`config.mk`:
```
export PLATFORM = sky130hd
export DESIGN_NAME = radix_4_div_ctrl
export DESIGN_NICKNAME = d
export VERILOG_FILES = /design/src/rtl/radix_4_div_ctrl.sv
export SDC_FILE = /design/constraint.sdc
export NUM_CORES = 1
export LEC_CHECK = 0
export ABC_AREA = 1
export BUFFER_PORTS_ARGS = -buffer_cell sky130_fd_sc_hd__buf_2
export CAP_MARGIN = 20
export CORE_MARGIN = 3
export CORE_UTILIZATION = 26
export CTS_BUF_LIST = sky130_fd_sc_hd__clkbuf_8 sky130_fd_sc_hd__clkbuf_16
export CTS_CLUSTER_SIZE = 10
export DETAILED_ROUTE_END_ITERATION = 16
export GPL_ROUTABILITY_DRIVEN = 0
export SLEW_MARGIN = 15
export SYNTH_ARGS = -nofsm -noshare
export SYNTH_HDL_FRONTEND = slang
export SYNTH_SLANG_ARGS = --single-unit
```
`constraint.sdc`:
```
create_clock -name clk -period 1.6 [get_ports clk]
set_input_delay 0.48 -clock clk [delete_from_list [all_inputs] [get_ports clk]]
set_output_delay 0.48 -clock clk [all_outputs]
set_load 0.02 [all_outputs]
```
`src/rtl/radix_4_div_ctrl.sv`:
```
`timescale 1ns/1ps
// ---------------------------------------------------------------------------
// radix_4_div_ctrl
//
// Sequencing controller for a radix-4 SRT divider datapath. A request is
// accepted in IDLE. The controller then moves through these steps:
//   - PRE_0: normalisation; the early-out decision is taken here.
//   - PRE_1: operand setup.
//   - ITER:  one cycle per quotient digit pair.
//   - POST_0, POST_1: remainder fix-up and quotient correction.
//   - DONE:  the result is held until the consumer accepts it.
// The controller also keeps the previous quotient digit, which the QDS
// needs for its next selection.
//
// Ports
//   clk, rst              clock, asynchronous active-high reset
//   start_valid_i/_ready_o request handshake (ready only in IDLE)
//   flush_i               synchronous abort back to IDLE
//   dividend_lzc_i        leading-zero count of the dividend (sampled in PRE_0)
//   divisor_lzc_i         leading-zero count of the divisor (sampled in PRE_0)
//   divisor_zero_i        divisor is zero (sampled in PRE_0)
//   quot_digit_i          one-hot QDS digit {+2,+1,0,-1,-2} (used in ITER)
//   prev_quot_digit_o     registered previous digit back to the QDS
//   *_en_o                datapath stage enables, one per working state
//   odd_shift_o           normalisation needs one extra bit of shift
//   iter_cnt_o            iterations remaining after the current one
//   early_finish_o        result produced without iterating
//   div_by_zero_o         divisor was zero
//   finish_valid_o/_ready_i result handshake (valid only in DONE)
// ---------------------------------------------------------------------------
module radix_4_div_ctrl #(
  parameter int WIDTH = 32,
  parameter int LZC_W = $clog2(WIDTH),
  parameter int CNT_W = $clog2(WIDTH / 2 + 1)
) (
  input  logic             clk,
  input  logic             rst,
  input  logic             start_valid_i,
  output logic             start_ready_o,
  input  logic             flush_i,
  input  logic [LZC_W-1:0] dividend_lzc_i,
  input  logic [LZC_W-1:0] divisor_lzc_i,
  input  logic             divisor_zero_i,
  input  logic [4:0]       quot_digit_i,
  output logic [4:0]       prev_quot_digit_o,
  output logic             pre_0_en_o,
  output logic             pre_1_en_o,
  output logic             iter_en_o,
  output logic             post_0_en_o,
  output logic             post_1_en_o,
  output logic             odd_shift_o,
  output logic [CNT_W-1:0] iter_cnt_o,
  output logic             early_finish_o,
  output logic             div_by_zero_o,
  output logic             finish_valid_o,
  input  logic             finish_ready_i
);

  typedef enum logic [6:0] {
    IDLE   = 7'b0000001,
    PRE_0  = 7'b0000010,
    PRE_1  = 7'b0000100,
    ITER   = 7'b0001000,
    POST_0 = 7'b0010000,
    POST_1 = 7'b0100000,
    DONE   = 7'b1000000
  } state_e;

  // One-hot encoding of the "0" digit; the QDS starts every run from it.
  localparam logic [4:0] DIGIT_ZERO = 5'b00100;

  state_e           state_q, state_d;
  logic [CNT_W-1:0] cnt_q, cnt_d;
  logic [4:0]       digit_q, digit_d;
  logic             odd_q, odd_d;
  logic             early_q, early_d;
  logic             dbz_q, dbz_d;

  // One extra bit of width keeps the subtraction from wrapping; the early-out
  // check covers the case where the result would be negative.
  logic [LZC_W:0]   lzc_diff;
  logic             early_out;
  logic [CNT_W-1:0] cnt_load;

  assign lzc_diff  = {1'b0, divisor_lzc_i} - {1'b0, dividend_lzc_i};
  assign early_out = divisor_zero_i | (dividend_lzc_i > divisor_lzc_i);
  // Each radix-4 iteration retires two bits, so (diff >> 1) + 1 iterations.
  assign cnt_load  = CNT_W'(lzc_diff >> 1);

  always_comb begin
    state_d = state_q;
    cnt_d   = cnt_q;
    digit_d = digit_q;
    odd_d   = odd_q;
    early_d = early_q;
    dbz_d   = dbz_q;

    if (flush_i) begin
      // Abort wins over every handshake in the same cycle.
      state_d = IDLE;
      cnt_d   = '0;
      digit_d = DIGIT_ZERO;
      odd_d   = 1'b0;
      early_d = 1'b0;
      dbz_d   = 1'b0;
    end else begin
      unique case (state_q)
        IDLE: begin
          if (start_valid_i) begin
            state_d = PRE_0;
            odd_d   = 1'b0;
            early_d = 1'b0;
            dbz_d   = 1'b0;
          end
        end
        PRE_0: begin
          if (early_out) begin
            state_d = DONE;
            early_d = 1'b1;
            dbz_d   = divisor_zero_i;
          end else begin
            state_d = PRE_1;
            odd_d   = lzc_diff[0];
            cnt_d   = cnt_load;
          end
        end
        PRE_1: begin
          state_d = ITER;
          digit_d = DIGIT_ZERO;
        end
        ITER: begin
          // Digit is taken as-is; a malformed code is the QDS's problem.
          digit_d = quot_digit_i;
          if (cnt_q == '0) begin
            state_d = POST_0;
          end else begin
            cnt_d = cnt_q - CNT_W'(1);
          end
        end
        POST_0: state_d = POST_1;
        POST_1: state_d = DONE;
        DONE: begin
          if (finish_ready_i) begin
            state_d = IDLE;
          end
        end
        default: state_d = IDLE;
      endcase
    end
  end

  always_ff @(posedge clk or posedge rst) begin
    if (rst) begin
      state_q <= IDLE;
      cnt_q   <= '0;
      digit_q <= DIGIT_ZERO;
      odd_q   <= 1'b0;
      early_q <= 1'b0;
      dbz_q   <= 1'b0;
    end else begin
      state_q <= state_d;
      cnt_q   <= cnt_d;
      digit_q <= digit_d;
      odd_q   <= odd_d;
      early_q <= early_d;
      dbz_q   <= dbz_d;
    end
  end

  // Pure decodes of the state register: no input reaches these outputs.
  assign start_ready_o     = (state_q == IDLE);
  assign pre_0_en_o        = (state_q == PRE_0);
  assign pre_1_en_o        = (state_q == PRE_1);
  assign iter_en_o         = (state_q == ITER);
  assign post_0_en_o       = (state_q == POST_0);
  assign post_1_en_o       = (state_q == POST_1);
  assign finish_valid_o    = (state_q == DONE);

  assign prev_quot_digit_o = digit_q;
  assign iter_cnt_o        = cnt_q;
  assign odd_shift_o       = odd_q;
  assign early_finish_o    = early_q;
  assign div_by_zero_o     = dbz_q;

endmodule

```
# --- Word level (Yosys, flattened, before mapping) ---
# Index checks and enable logic that the tools add are counted.
classes:
  add_sub_neg: 2
  bitwise: 1
  n_mux: 22
  n_reduce_logical: 8
  magnitude_cmp: 1
  n_eq_ne: 13
ops:
  columns: ["op", "count"]
  rows:
  - ["case mux 7 bit (7 select lines)", 1]
  - ["two-way mux 7 bit", 5]
  - ["two-way mux 5 bit", 4]
  - ["case mux 5 bit (2 select lines)", 2]
  - ["!= test 3 x 2 -> 1 bit (second input constant)", 4]
  - ["AND reduction 3 bit", 4]
  - ["nonzero test 3 bit", 3]
  - ["equality test 7 x 1 -> 1 bit (second input constant)", 1]
  - ["equality test 7 x 2 -> 1 bit (second input constant)", 1]
  - ["equality test 7 x 3 -> 1 bit (second input constant)", 1]
  - ["equality test 7 x 4 -> 1 bit (second input constant)", 1]
  - ["equality test 7 x 5 -> 1 bit (second input constant)", 1]
  - ["equality test 7 x 6 -> 1 bit (second input constant)", 1]
  - ["equality test 7 bit (second input constant)", 1]
  - ["two-way mux 1 bit", 7]
  - ["!= test 3 bit (second input constant)", 2]
  - ["case mux 1 bit (2 select lines)", 3]
  - ["subtractor 5 x 5 -> 6 bit", 1]
  - ["greater-than comparator 5 bit", 1]
  - ["logical NOT 5 bit", 1]
  - ["subtractor 5 x 1 -> 5 bit (second input constant)", 1]
  - ["bitwise OR 1 bit", 1]
totals:
  out_inout_bits: 20
  inputBits: 21
  register_bits: 20
  wordCells: 53

# --- Logic depth before layout (Yosys ltp) ---
logic_depth:
  depth_word: 5
  depth_mapped: 12

# --- Worst setup path before layout ---
# OpenSTA, ideal clock, no wires.
synth_timing:
  path_kind: "input to register"
  start: "input port divisor_lzc_i[0]"
  end: "register cnt_q[2] (netlist: iter_cnt_o[2])"
  t_required_ps: 1483
  n_path_buf: 0
  cell_stages: 11
  slack_ps: -212
  arrival_time_ps: 1695
  cell_sequence: "inv_1 -> ha_1 -> fa_1 -> nor2_1 -> nand2_1 -> nand3_2 -> nand2_1 -> nand2_2 -> nand3_2 -> nand2_1 -> nand2_1"
synth_via:
  elab_chain_cells: 4
synth_rtl:
  columns: ["item", "line", "source"]
  rows:
  - ["start, declared", "42", "input logic [LZC_W-1:0] divisor_lzc_i,"]
  - ["subtractor 5 x 5 -> 6 bit or greater-than comparator 5 bit (tied branches)", "85, 86", null]
  - ["two-way mux 5 bit or bitwise OR 1 bit (tied branches)", "117, 86", null]
  - ["case mux 5 bit (2 select lines) or != test 3 bit (tied branches)", null, null]
  - ["two-way mux 5 bit or AND reduction 3 bit (tied branches)", null, null]
  - ["end signal, assigned", "162", "cnt_q <= cnt_d;"]
  - ["end, declared", "73", "logic [CNT_W-1:0] cnt_q, cnt_d;"]
# Parallel ways exist; a longest one is shown, timed or not. The select of a mux whose other input is x is not followed.
# A chain may end at the register's enable or synchronous reset.

# --- Worst setup path in the final report ---
layout_timing:
  start: "register state_q[0]"
  end: "output port post_0_en_o"
layout_via:
  elab_chain_cells: 1
layout_rtl:
  columns: ["item", "line", "source"]
  rows:
  - ["start, declared", "72", "state_e state_q, state_d;"]
  - ["start signal, assigned", "161", "state_q <= state_d;"]
  - ["equality test 7 x 5 -> 1 bit", "175", "assign post_0_en_o = (state_q == POST_0);"]
  - ["end, declared", "49", "output logic post_0_en_o,"]
# Every way passes these cells.

==> summary.log <==
INFO  worst_hold_path hold_path_class=in2async
INFO  floorplan      fp-row-count=27
INFO  yosys          netlist.top_cell.by_area=sky130_fd_sc_hd__dfrtp_1
INFO  yosys          synth.most_common_cell=sky130_fd_sc_hd__nand2_1
INFO  clocking       numClockSinks=20
INFO  clocking       tritoncts=done
INFO  critical_path  rrSetupSlack=-10ps
INFO  yosys          synth_enable_flop_cells=0
INFO  route          vias=1626
INFO  cells_and_area register_area=504um^2
INFO  critical_path  critPathRequiredTime=1120ps
INFO  power_and_ir_drop pwr_density_cell=928mW/mm^2
INFO  critical_path  critical_path_class=reg2out
INFO  yosys          synth.yosys.seq_area_share=0.326
INFO  placement      place.detailed.hpwl=3.20mm
INFO  sta            maximum_clock_frequency=555MHz
INFO  clocking       cts-hold-fix-buffers=0
INFO  critical_path  critical_register_to_register_path_endpoint=iter_cnt_o[1]$_DFFE_PP0P_
INFO  status         violated_checks=negative setup slack
INFO  cells_and_area areaGrowthSynthToFinish=47.8%
INFO  yosys          syn-cell-area=0.00154mm^2
INFO  power_and_ir_drop intPower=1.26mW
INFO  power_and_ir_drop net-switching-power=0.853mW
INFO  grt            overflow=0
INFO  route          wirelength=4.08mm
INFO  route          drt_pass1_iterations=4
INFO  floorplan      floorplan.initialDensity=0.275
INFO  power_and_ir_drop pwr-share-comb=0.540
INFO  sta            final-max-slew-violation-count=0
INFO  sta            tightest_hold_margin=239ps
INFO  sta            post-route-period-util=1.13
INFO  yosys          yosys_register_bits=20
INFO  placement      placement.cell_area=0.00200mm^2
INFO  grt            grt_max_degree=21
INFO  cells_and_area instances_no_fill=373
INFO  yosys          synth_cells=231
INFO  sta            post-route-worst-setup-slack=-202ps
INFO  critical_path  critical_path.max_fanout=4
INFO  yosys          asyncSetResetFlopFracSynth=1.00
INFO  floorplan      floorplan.die.width=83.0um
INFO  sta            setup_repair_after_global_routing_missed_its_margin=yes
INFO  yosys          synth_common_cells=sky130_fd_sc_hd__nand2_1 (73), sky130_fd_sc_hd__inv_1 (36), sky130_fd_sc_hd__nand3_1 (27), sky130_fd_sc_hd__nor2_1 (27), sky130_fd_sc_hd__dfrtp_1 (18)
INFO  sta            total_of_endpoints_with_negative_setup_slack_in_the_final_report=10
INFO  power_and_ir_drop vdd_drop_max=0.000320V
INFO  job            cap_viol_max_count=0
INFO  power_and_ir_drop power.share.clock=0.157
INFO  cells_and_area final_net_count=331
INFO  sta            worst-slew-pin-transition=272ps
INFO  power_and_ir_drop switching_share=0.403
INFO  floorplan      core-area=0.00561mm^2
INFO  grt            first_pass_grt_wire_length=7.05mm
INFO  grt            globalRouteTotalUtil=0.121
INFO  cells_and_area finish.instance_area=0.00228mm^2
INFO  yosys          ys_types=25
INFO  yosys          synth_largest_type_area_fraction=0.292
INFO  clocking       cts-buffers-inserted=3
INFO  clocking       clock_latency_late_sink=260ps
INFO  critical_path  worst-endpoint-arrival=1320ps
INFO  route          post_drt_via_cell_ratio=4.36
INFO  grt            grt_antenna_before_repair=0
INFO  critical_path  reg2regPathDepth=11
INFO  sta            fin_skew=10.5ps
INFO  power_and_ir_drop share_seq_of_total_power=0.303
INFO  sta            timing.final.crit_period=1800ps
INFO  floorplan      fp.dieArea=0.00689mm^2
INFO  cells_and_area filler_cell_count=593
INFO  floorplan      fp.dieH=83.0um
INFO  route          drt_iter0_drc=39
INFO  yosys          synthesis.yosys.warnings=0
INFO  grt            number_of_global_route_vias_before_repair=1561
INFO  placement      portBuffers=40
INFO  cells_and_area multiInputGateArea=991um^2
INFO  sta            hold_viol=0
INFO  sta            slew_headroom=0.819
INFO  cells_and_area antenna_cells_inserted=0
INFO  yosys          synth_ff_type=sky130_fd_sc_hd__dfrtp_1
INFO  critical_path  crit_path_end_kind=primary output
INFO  cells_and_area post_route_cells_drive_above_1_share=0.395
INFO  clocking       clock_tree.root_cell=sky130_fd_sc_hd__clkbuf_8
INFO  critical_path  worst_setup_path_start_kind=flip-flop
INFO  route          drtAntennaViolNets=0
INFO  cells_and_area final_core_area_utilization=0.407
INFO  yosys          area_contributors_post_synth=sky130_fd_sc_hd__dfrtp_1 (29%), sky130_fd_sc_hd__nand2_1 (18%), sky130_fd_sc_hd__inv_1 (8.8%), sky130_fd_sc_hd__nand3_1 (8.8%), sky130_fd_sc_hd__nor2_1 (6.6%)
INFO  status         status=complete, but fails checks
INFO  power_and_ir_drop power.leakage=1.31nW
INFO  clocking       clk_path_buf_depth=2
INFO  critical_path  critical_path.reg2reg.startpoint=state_q[0]$_DFFE_PP1P_
INFO  clocking       htreeDepth=1
INFO  clocking       clk_pin_slew=80ps
INFO  floorplan      pin_count=41
INFO  placement      place.detailed.instances=361
INFO  route          drc_violations_left=0
INFO  yosys          synth_nets=260
INFO  route          wl_per_cell=10.9um
INFO  yosys          syn_avg_cell_area=6.68um^2
-- power groups by stage --
stage / Combinational, mW / Clock (mW) / Sequential (mW)
final: 1.14 / 0.333 / 0.641
after global routing: 1.28 / 0.377 / 0.650
after CTS: 0.983 / 0.348 / 0.648
after detailed placement: 0.884 / 0 / 0.646
after global placement: 0.875 / 0 / 0.648
after floorplan: 0.550 / 0 / 0.686
-- metal layers --
metal / vias to the layer above / track usage / routed length [um] / part of all wire
met3: 10 / 0.0218 / 153 / 0.038
met5: - / 0 / 0 / 0
met1: 727 / 0.164 / 1940 / 0.48
li1: 855 / - / - / -
met2: 34 / 0.189 / 1890 / 0.46
met4: 0 / 0.0490 / 91 / 0.022
-- repair_timing --
action                     CTS  global route
setup endpoints to repair   13            19
setup buffers                3             5
pin swaps                    8             6
resized for setup           26            21
-- registers in the layout, indices dropped and copies added, names as in the netlist --
name               count
state_q                7
iter_cnt_o             5
prev_quot_digit_o      5
div_by_zero_o          1
early_finish_o         1
odd_shift_o            1
-- cell families (layout without fill, tap and decap cells) --
group                      count (synthesis)  in the layout  synth area share
AOI/OAI and AO/OA                          9              9            0.0308
buffers and inverters                     44            114             0.114
and+or+nand+nor                          150            150             0.459
DFF                                       20             20             0.326
adders and majority gates                  8              8            0.0697
-- cells in the final DEF (no fill, tap or decap), types with 7 or more instances in the layout --
cell                      Yosys  layout
sky130_fd_sc_hd__buf_4        0      28
sky130_fd_sc_hd__inv_1       36      34
sky130_fd_sc_hd__nand3_1     27      24
sky130_fd_sc_hd__dfrtp_1     18      17
sky130_fd_sc_hd__nor2_2       3       7
sky130_fd_sc_hd__nor2_4       4       9
sky130_fd_sc_hd__nor2_1      27      18
sky130_fd_sc_hd__nand2_1     73      70
sky130_fd_sc_hd__buf_6        1       9
sky130_fd_sc_hd__buf_2        3      32
-- critical path: stages (launching register included) --
cell and delay [ps]:
sky130_fd_sc_hd__dfstp_2 380, sky130_fd_sc_hd__buf_6 110, sky130_fd_sc_hd__nor2_4 130, sky130_fd_sc_hd__nand2_4 90, sky130_fd_sc_hd__buf_4 140, sky130_fd_sc_hd__nor2_4 90
sky130_fd_sc_hd__buf_6 120
-- layout make-up --
class                   instances  share of cell area
inverters                      40              0.0714
repair buffers                 70               0.214
clock buffers                   3              0.0181
multi-input cells             167               0.435
clock inverters                 1             0.00165
flip-flops and latches         20               0.221
well taps                      72              0.0395
-- stage by stage --
stage / worst slack (ps) / power (mW) / TNS, ps
2_1_floorplan: -115 / 1.24 / -674
3_3_place_gp: -371 / 1.52 / -3150
3_5_place_dp: -401 / 1.53 / -3390
4_1_cts: -160 / 1.98 / -825
5_1_grt: -258 / 2.31 / -2550
6_report: -202 / 2.12 / -1050
-- how the worst max path moves through the flow --
stage | startpoint | end | slack, ps
after detailed placement | divisor_lzc_i[0] | iter_cnt_o[0]$_DFFE_PP0P_ | -400
final | state_q[0]$_DFFE_PP1P_ | post_0_en_o | -200
after global placement | divisor_lzc_i[0] | iter_cnt_o[1]$_DFFE_PP0P_ | -370
after global routing | state_q[0]$_DFFE_PP1P_ | post_0_en_o | -260
after CTS | state_q[0]$_DFFE_PP1P_ | start_ready_o | -160
after floorplan | divisor_lzc_i[0] | iter_cnt_o[2]$_DFFE_PP0P_ | -120
(Power assumes the default switching activity.)
